--- src/rtl/sobel_csr_pkg.sv ---
// Shared constants for the Sobel engine Avalon-MM CSR block:
// register word addresses, CONTROL/STATUS bit positions, engine states.
package sobel_csr_pkg;

  // Register word addresses
  localparam int unsigned ADDR_CONTROL = 0;
  localparam int unsigned ADDR_STATUS  = 1;
  localparam int unsigned ADDR_CFG0    = 2;

  // CONTROL bit indices
  localparam int unsigned CTRL_START   = 0;
  localparam int unsigned CTRL_IRQ_EN  = 1;

  // STATUS bit indices
  localparam int unsigned STAT_BUSY    = 0;
  localparam int unsigned STAT_DONE    = 1;
  localparam int unsigned STAT_ERR     = 2;

  // Engine sequencing states
  typedef enum logic {
    IDLE = 1'b0,
    RUN  = 1'b1
  } eng_state_t;

endpackage

--- src/rtl/sobel_avs_csr.sv ---
// Avalon-MM slave CSR block for the Sobel engine: CONTROL/STATUS registers,
// NUM_CFG configuration registers, engine IDLE/RUN sequencing and sticky
// DONE/ERR flags. Read responses come back one cycle after the read strobe.
// Optional feature: define SOBEL_CSR_IRQ_EN to add the IRQ_EN bit and irq port.
module sobel_avs_csr
  import sobel_csr_pkg::*;
#(
  parameter int DATA_W  = 32,
  parameter int ADDR_W  = 4,
  parameter int NUM_CFG = 4
) (
  input  logic                      clk,
  input  logic                      n_rst,
  input  logic [ADDR_W-1:0]         address,
  input  logic                      read,
  input  logic                      write,
  input  logic [DATA_W-1:0]         writedata,
  input  logic [DATA_W/8-1:0]       byteenable,
  output logic [DATA_W-1:0]         readdata,
  output logic                      readdatavalid,
  output logic                      start_o,
  output logic                      busy_o,
  output logic [NUM_CFG*DATA_W-1:0] cfg_o,
  input  logic                      done_i,
  input  logic                      err_i
`ifdef SOBEL_CSR_IRQ_EN
  ,
  output logic                      irq
`endif
);

  localparam int NBYTES = DATA_W / 8;

  eng_state_t           state_q, state_d;
  logic                 start_d;
  logic                 done_q, err_q, irq_en_q;
  logic [DATA_W-1:0]    cfg_q [NUM_CFG];
  logic [DATA_W-1:0]    rd_mux;
  logic [NUM_CFG-1:0]   cfg_hit;
  logic                 ctrl_wr, stat_wr, cfg_wr, start_req, running;
  logic                 done_set, done_clr, err_set, err_clr;

  // Address decode and write qualification
  always_comb begin
    cfg_hit = '0;
    for (int unsigned k = 0; k < NUM_CFG; k++) begin
      cfg_hit[k] = (address == ADDR_W'(ADDR_CFG0 + k));
    end
    ctrl_wr   = write && (address == ADDR_W'(ADDR_CONTROL)) && byteenable[0];
    stat_wr   = write && (address == ADDR_W'(ADDR_STATUS))  && byteenable[0];
    cfg_wr    = write && (|cfg_hit);
    start_req = ctrl_wr && writedata[CTRL_START];
  end

  assign running = (state_q == RUN);
  assign busy_o  = running;

  // Engine next-state and start pulse request
  always_comb begin
    state_d = state_q;
    start_d = 1'b0;
    unique case (state_q)
      IDLE: begin
        if (start_req) begin
          state_d = RUN;
          start_d = 1'b1;
        end
      end
      RUN: begin
        if (done_i) state_d = IDLE;
      end
      default: state_d = IDLE;
    endcase
  end

  // Engine state register and registered start pulse
  always_ff @(posedge clk or negedge n_rst) begin
    if (!n_rst) begin
      state_q <= IDLE;
      start_o <= 1'b0;
    end else begin
      state_q <= state_d;
      start_o <= start_d;
    end
  end

  // Sticky flag set/clear terms; a START or CFG write while running is an error
  always_comb begin
    done_set = running && done_i;
    done_clr = stat_wr && writedata[STAT_DONE];
    err_set  = err_i || (running && (start_req || cfg_wr));
    err_clr  = stat_wr && writedata[STAT_ERR];
  end

  // Sticky DONE/ERR registers, set has priority over W1C
  always_ff @(posedge clk or negedge n_rst) begin
    if (!n_rst) begin
      done_q <= 1'b0;
      err_q  <= 1'b0;
    end else begin
      done_q <= done_set | (done_q & ~done_clr);
      err_q  <= err_set  | (err_q  & ~err_clr);
    end
  end

  // Configuration registers: byte-lane writes, frozen while running
  always_ff @(posedge clk or negedge n_rst) begin
    if (!n_rst) begin
      for (int unsigned k = 0; k < NUM_CFG; k++) cfg_q[k] <= '0;
    end else if (cfg_wr && !running) begin
      for (int unsigned k = 0; k < NUM_CFG; k++) begin
        if (cfg_hit[k]) begin
          for (int unsigned b = 0; b < NBYTES; b++) begin
            if (byteenable[b]) cfg_q[k][b*8 +: 8] <= writedata[b*8 +: 8];
          end
        end
      end
    end
  end

  // Flatten configuration registers onto cfg_o
  always_comb begin
    cfg_o = '0;
    for (int unsigned k = 0; k < NUM_CFG; k++) begin
      cfg_o[k*DATA_W +: DATA_W] = cfg_q[k];
    end
  end

`ifdef SOBEL_CSR_IRQ_EN
  // IRQ enable bit and registered interrupt output
  always_ff @(posedge clk or negedge n_rst) begin
    if (!n_rst) begin
      irq_en_q <= 1'b0;
      irq      <= 1'b0;
    end else begin
      if (ctrl_wr) irq_en_q <= writedata[CTRL_IRQ_EN];
      irq <= irq_en_q & (done_q | err_q);
    end
  end
`else
  assign irq_en_q = 1'b0;
`endif

  // Read multiplexer over pre-update register contents
  always_comb begin
    rd_mux = '0;
    if (address == ADDR_W'(ADDR_CONTROL)) begin
      rd_mux[CTRL_IRQ_EN] = irq_en_q;
    end else if (address == ADDR_W'(ADDR_STATUS)) begin
      rd_mux[STAT_BUSY] = running;
      rd_mux[STAT_DONE] = done_q;
      rd_mux[STAT_ERR]  = err_q;
    end else begin
      for (int unsigned k = 0; k < NUM_CFG; k++) begin
        if (cfg_hit[k]) rd_mux = cfg_q[k];
      end
    end
  end

  // Read response register; a colliding write suppresses the response
  always_ff @(posedge clk or negedge n_rst) begin
    if (!n_rst) begin
      readdata      <= '0;
      readdatavalid <= 1'b0;
    end else if (read && !write) begin
      readdata      <= rd_mux;
      readdatavalid <= 1'b1;
    end else begin
      readdata      <= '0;
      readdatavalid <= 1'b0;
    end
  end

endmodule
--- config.mk ---
export PLATFORM = sky130hd
export DESIGN_NAME = sobel_avs_csr
export DESIGN_NICKNAME = d
export VERILOG_FILES = /design/src/rtl/sobel_csr_pkg.sv /design/src/rtl/sobel_avs_csr.sv
export SDC_FILE = /design/constraint.sdc
export NUM_CORES = 1
export LEC_CHECK = 0
export ABC_AREA = 1
export CAP_MARGIN = 30
export CORE_MARGIN = 4
export CORE_UTILIZATION = 28
export DETAILED_ROUTE_END_ITERATION = 8
export GPL_ROUTABILITY_DRIVEN = 0
export GPL_TIMING_DRIVEN = 1
export SYNTH_ARGS = -nofsm -noshare
export SYNTH_HDL_FRONTEND = slang
export SYNTH_SLANG_ARGS = --single-unit
export TNS_END_PERCENT = 10
--- constraint.sdc ---
create_clock -name clk -period 1.33 [get_ports clk]
set_input_delay 0.266 -clock clk [delete_from_list [all_inputs] [get_ports clk]]
set_output_delay 0.266 -clock clk [all_outputs]
set_load 0.05 [all_outputs]
-- Yosys cells after proc, flatten, opt, wreduce, memory -nomap -nowiden
Index checks and enable logic that the tools add are counted.
- logic and storage cells: 83
- output and inout port bits: 163
- register bits: 165
- input bits: 46
- reduce and logical (&&, ||, !) cells: 34
- muxes and demuxes: 15
- bitwise operators: 7
- equality and inequality tests: 5
- operator list (kind ; number):
    $mux W32 ; 5
    $reduce_and A3 Y1 ; 16
    $mux W30 ; 1
    $mux W29 ; 1
    $logic_and A1 B1 Y1 ; 12
    $eq A4 B2 Y1 const B ; 2
    $eq A4 B3 Y1 const B ; 2
    $mux W1 ; 6
    $eq A4 B1 Y1 const B ; 1
    $logic_not A4 Y1 ; 1
    $reduce_or A4 Y1 ; 1
    $mux W3 ; 1
    $not A1 Y1 ; 3
    $and A1 B1 Y1 ; 2
    $logic_not A1 Y1 ; 2
    $logic_or A1 B1 Y1 ; 2
    $or A1 B1 Y1 ; 2
    $pmux W1 S2 ; 1

-- Depth between registers and ports, before layout
Gate-level depths: netlist (run 1).
- word-level depth: 8
- gate-level depth with buffers: 9
- gate-level depth less buffers: 8

-- Worst setup path after synthesis (run 1)
OpenSTA, ideal clock, no wires.
- path type: register to register
- start: reg state_q, in the netlist busy_o
- end: reg cfg_q (netlist bit cfg_o[100])
- data required time: 1.208 ns
- path buffers: 1
- arrival: 1.474 ns
- period minus slack after synthesis: 1.595 ns
- path slack: -0.265 ns
- setup time: 0.122 ns
- stages on the path, launching flop included: 7
- path through: dfrtp_1 inv_1 nand3_2 buf_4 nor2_4 nand2_1 nand2_1
- longest elaborated chain between the ends: 3
- ends and longest elaborated chain (item ; line ; text):
    start, declared ; sobel_avs_csr.sv:34 ; eng_state_t state_q, state_d;
    start signal, assigned ; sobel_avs_csr.sv:82 ; state_q <= state_d;
    $logic_not A1 Y1 ; sobel_avs_csr.sv:110 ; end else if (cfg_wr && !running) begin
    $logic_and A1 B1 Y1 ; sobel_avs_csr.sv:110 ;
    $reduce_and A3 Y1 (no line) ; -- ;
    end signal, assigned by index ; sobel_avs_csr.sv:114 ; if (byteenable[b]) cfg_q[k][b*8 +: 8] <= writedata[b*8 +: 8];
    end, declared ; sobel_avs_csr.sv:37 ; logic [DATA_W-1:0] cfg_q [NUM_CFG];
No other way between the ends.
A chain may end at the register's enable or synchronous reset.

-- Worst setup path in the final report (run 1)
- start: reg state_q, in the netlist busy_o
- end: out busy_o
- RTL lines (item ; line ; text):
    end, declared ; sobel_avs_csr.sv:22 ; output logic busy_o,
No word-level cell between the ends.

==> results of run 1 <==
-- how the worst max path moves through the flow --
stage / slack [ns] / end / start
final: -0.07 / busy_o / busy_o
after global routing: -0.09 / busy_o / busy_o
after CTS: -0.08 / busy_o / busy_o
after detailed placement: -0.73 / cfg_o[18] / address[3]
after global placement: -0.69 / cfg_o[109] / address[2]
after floorplan: -0.02 / cfg_o[100] / busy_o
-- cell families (layout without fill, tap and decap cells) --
| logic type | Yosys count | count (layout) | synth area share (%) |
|---|---|---|---|
| DFF | 165 | 165 | 51.9 |
| and+or+nand+nor | 491 | 491 | 25.9 |
| buffers and inverters | 162 | 463 | 8.04 |
| AOI/OAI and AO/OA | 174 | 174 | 14.1 |
-- power groups by stage --
stage / Sequential [mW] / Combinational, mW / Clock [mW]
2_1_floorplan: 7.80 / 1.03 / 0
3_3_place_gp: 6.36 / 5.87 / 0
3_5_place_dp: 6.37 / 5.91 / 0
4_1_cts: 6.30 / 5.99 / 5.32
5_1_grt: 6.37 / 6.30 / 5.53
6_report: 6.30 / 5.98 / 5.23
-- timing repair --
action / 4_1_cts / 5_1_grt
setup endpoints to repair: 180 / 170
gates cloned: 1 / 1
pin swaps: 8 / 26
setup buffers: 6 / 2
endpoints found under the hold margin: 17 / 0
resized for setup: 37 / 31
hold buffers: 1 / 0
-- cells in the mapped netlist --
cell,number,share of area [%]
o211ai_1,3,0.28
nor2_4,17,2.4
nand2_2,2,0.16
o21ai_0,54,3.4
dfrtp_1,165,52
nor2_2,3,0.24
inv_2,1,0.047
clkbuf_1,16,0.76
nand2_1,380,18
a21oi_1,18,1.1
o21bai_1,96,9.1
inv_1,126,5.9
clkinv_1,1,0.047
nor3_1,24,1.5
buf_2,16,1.0
a21boi_0,2,0.19
nand3_1,16,1.0
nand3_2,2,0.25
a31oi_1,1,0.079
nor2_1,42,2.0
buf_4,1,0.094
nand4_1,5,0.39
buf_6,1,0.14
-- final cells by class --
class / count / area [um^2] / share of cell area, %
flip-flops and latches: 165 / 4170 / 30.3
clock inverters: 15 / 184 / 1.34
inverters: 128 / 483 / 3.51
repair buffers: 303 / 4750 / 34.5
multi-input cells: 665 / 3260 / 23.7
well taps: 378 / 473 / 3.44
clock buffers: 17 / 425 / 3.09
-- metal layers --
| layer | global-route usage [%] | part of all wire [%] |
|---|---|---|
| met5 | 0 | 0 |
| met4 | 5.06 | 1.7 |
| met3 | 3.38 | 6.0 |
| met2 | 30.2 | 49 |
| met1 | 24.5 | 43 |
-- worst max-delay path, cell delays in order (launching register included) --
cell     delay, ns
dfrtp_2       0.43
buf_6         0.13
buf_12        0.14
-- sequential cells by signal, indices dropped and copies added, names as in the netlist --
signal         count
readdatavalid      1
busy_o             1
readdata          32
cfg_o            128
start_o            1
done_q             1
err_q              1
==> qor.yml, run 1 <==
sta:
  drv_slew: 0
  finalSetupTns_ns: -0.351
  clock.fmax_ghz: 0.716
  finalCritPeriodShare_pct: 105
  whs_ns: 0.284
  rsz0062_at_grt: "yes"
  fin_ws_ns: -0.0664
  max-slew-margin-rel_pct: 78.9
  skew_ns: 0.0157
  final-setup-viol-count: 24
  period_minus_slack_ns: 1.40
  worst_pin_slew_ns: 0.317
  hold_viol: 0
power:
  p_total_mw: 17.5
  leakage_nw: 6.34
  clock_power_share_pct: 29.9
  seq_power_share_pct: 36.0
  p_switching_mw: 6.26
  ir_drop_v: 0.000764
  pwr-share-comb_pct: 34.2
  p_per_area_nw_per_um2: 1270
  switching_share_pct: 35.7
  p_int_mw: 11.3
route:
  vias: 7598
  ant_nets: 0
  drt-total-wl_um: 28400
  drt_iter0_markers: 663
  vias_per_cell: 4.55
  wire_per_inst_um: 17.0
  drc: 0
  dr.pass1.iters: 5
floorplanning:
  rows: 61
  die_w_um: 177
  die_area_um2: 31200
  core_um2: 27900
  die_y_um: 177
  ios: 209
  initial_core_util_pct: 28.5
global_route:
  grt_pass1_wl_um: 44700
  grt_overflow_total: 0
  grt_max_degree: 49
  grt_antenna_before_repair: 1
  grt_pass1_vias: 7827
  grt_usage_pct: 18.2
worst_setup_path:
  cp-end-kind: "output port"
  crit_arrival_ns: 1.13
  r2r_end: "cfg_o[18]"
  reg2reg_from: "busy_o"
  required_ns: 1.06
  crit_type: "reg -> out"
  r2r_cells: 7
  crit_fanout: 2
  start_kind: "register"
  rrSetupSlack_ns: -0.04
yosys:
  synth.ff_latch_count: 165
  syn_nets: 1038
  postSynthCellCount: 992
  syn_area_um2: 7950
  avgSynthCellArea_um2: 8.02
  synth_cell_types: 23
  ys_seq_area_share_pct: 51.9
  yosys_warnings: 0
finish:
  diodes: 0
  fillers: 2579
  drive_gt1_share_pct: 27.9
  final_area_um2: 13700
  synthToLayoutAreaGrowth_pct: 72.9
  finalCoreUtilization_pct: 49.2
  final_common_cell: "nand2_1"
  layout.cells.non_filler: 1671
  final_cell_mix: "nand2_1 (378), buf_12 (184), dfrtp_1 (131)"
  layout.nets: 1326
clocking:
  insertion_delay_ns: 0.43
  clkTransAtPathRegs_ns: 0.07
  clockRootBuffer: "clkbuf_16"
  cts_tree: "yes"
  clock_sinks: 165
  cts.path.max_buffers: 2
  htree_num_levels: 4
  numCtsBuffers: 17
placement:
  post_dp_cell_area_um2: 12900
  dp_slack_ns: -0.726
  io_buffers: 208
  hpwl_um: 21100
  place_inst: 1629
run_status:
  status: "complete, but fails checks"
  violations: "negative setup slack"
run:
  maxCapViolCount: 0
worst_hold_path:
  hold_class: "in -> async"
(Power assumes the default switching activity.)
==> run 2: changes to the inputs <==
--- a/config.mk
+++ b/config.mk
@@ -7,7 +7,6 @@
 export LEC_CHECK = 0
 export ABC_AREA = 1
 export CAP_MARGIN = 30
-export CORE_MARGIN = 4
 export CORE_UTILIZATION = 28
 export DETAILED_ROUTE_END_ITERATION = 8
 export GPL_ROUTABILITY_DRIVEN = 0
==> qor.yml, run 2 (same netlist as run 1, synthesis figures left out) <==
floorplanning:
  die_area_um2: 29100
  die_y_um: 171
  die_w_um: 171
  rows: 61
  ios: 209
  initial_core_util_pct: 28.5
  core_um2: 27900
finish:
  final_common_cell: "nand2_1"
  final_cell_mix: "nand2_1 (375), buf_12 (181), dfrtp_1 (131)"
  layout.cells.non_filler: 1674
  largest_register_ffs: 128
  layout.nets: 1329
  synthToLayoutAreaGrowth_pct: 73.7
  fillers: 2570
  diodes: 0
  drive_gt1_share_pct: 28.2
route:
  dr.pass1.iters: 5
  ant_nets: 0
  drc: 0
  drt_iter0_markers: 462
  wire_per_inst_um: 17.0
  vias: 7606
  drt-total-wl_um: 28500
  vias_per_cell: 4.54
worst_setup_path:
  cp-end-kind: "output port"
  cpPeakStageDelay_ns: 0.43
  required_ns: 1.06
  start_kind: "register"
  slowest_stage: "dfrtp_2"
  crit_arrival_ns: 1.12
  rrSetupSlack_ns: -0.05
  crit_fanout: 2
  path_cells: "buf_6 > buf_12"
  crit_type: "reg -> out"
sta:
  finalSetupTns_ns: -1.45
  finalCritPeriodShare_pct: 104
  period_minus_slack_ns: 1.39
  max-slew-margin-rel_pct: 79.9
  skew_ns: 0.00596
  final-setup-viol-count: 72
  fin_ws_ns: -0.0588
  rsz0062_at_grt: "yes"
  worst_pin_slew_ns: 0.301
  hold_viol: 0
  clock.fmax_ghz: 0.720
  drv_slew: 0
  whs_ns: 0.265
clocking:
  cts_tree: "yes"
  clockRootBuffer: "clkbuf_16"
  insertion_delay_ns: 0.43
  clock_sinks: 165
  htree_num_levels: 4
  cts.path.max_buffers: 2
  numCtsBuffers: 17
  clkTransAtPathRegs_ns: 0.06
global_route:
  grt_pass1_wl_um: 44300
  grt_usage_pct: 20.2
  grt_overflow_total: 0
  grt_max_degree: 52
  grt_pass1_vias: 7698
  grt_antenna_before_repair: 0
placement:
  hpwl_um: 20200
  place_inst: 1631
  io_buffers: 208
run_status:
  status: "complete, but fails checks"
  violations: "negative setup slack"
power:
  leakage_nw: 6.38
  p_per_area_nw_per_um2: 1250
  ir_drop_v: 0.000630
run:
  maxCapViolCount: 0
worst_hold_path:
  hold_class: "in -> async"
[run 2: area by class of cell]
cell class / count / area, um^2 / area share, %
Clock buffer: 22 / 474 / 3.43
Clock inverter: 10 / 97.6 / 0.707
Inverter: 128 / 483 / 3.50
Multi-Input combinational cell: 665 / 3290 / 23.8
Sequential cell: 165 / 4170 / 30.2
Tap cell: 378 / 473 / 3.42
Timing Repair Buffer: 306 / 4820 / 34.9
[run 2: final timing paths]
path	from	endpoint	cells past startpoint
hold / removal	n_rst	readdata[17]	2
hold reg to reg	done_q	done_q	2
min in group clk	address[0]	start_o	4
max in group asynchronous	n_rst	cfg_o[39]	3
setup reg to reg	busy_o	cfg_o[17]	7
setup / recovery	busy_o	busy_o	2
[run 2: layer usage]
metal  track usage, %  vias to the layer above  wire (um)
li1                 -                     3680          -
met1             27.3                     3634      12600
met2             33.4                      264      13900
met3             2.94                       28       1560
met4             6.03                        0        460
met5                0                        -          0
[run 2: worst max-delay path, delay by kind of cell, from the launching register on]
family | cells | cell delay (ns)
flops | 1 | 0.43
buf+inv | 2 | 0.27
[run 2: report_power, final]
part	internal (mW)	switching, mW	leakage [nW]	total, mW
Clock	2.74	2.15	0.273	4.89
Sequential	5.57	0.745	1.83	6.32
Combinational	2.86	3.16	4.27	6.03
Total	11.2	6.06	6.38	17.2
[run 2: repair_timing]
item                                    4_1_cts  5_1_grt
gates resized for setup                      32       32
endpoints found under the hold margin        17        0
pin swaps                                    28       58
endpoints found under the setup margin      180      202
setup buffers                                 5        0
hold buffers                                  1        0
cloned                                        5        0
[run 2: metrics by stage]
step	power, mW	area, um^2	util, %	setup slack, ns
5_1_grt	17.9	13800	49.6	-0.132
6_report	17.2	13800	49.6	-0.0588
3_5_place_dp	12.3	12800	46.1	-0.786
3_3_place_gp	12.2	12800	46.1	-0.714
2_1_floorplan	8.83	7990	-	-0.0232
4_1_cts	17.3	13700	49.3	-0.0709
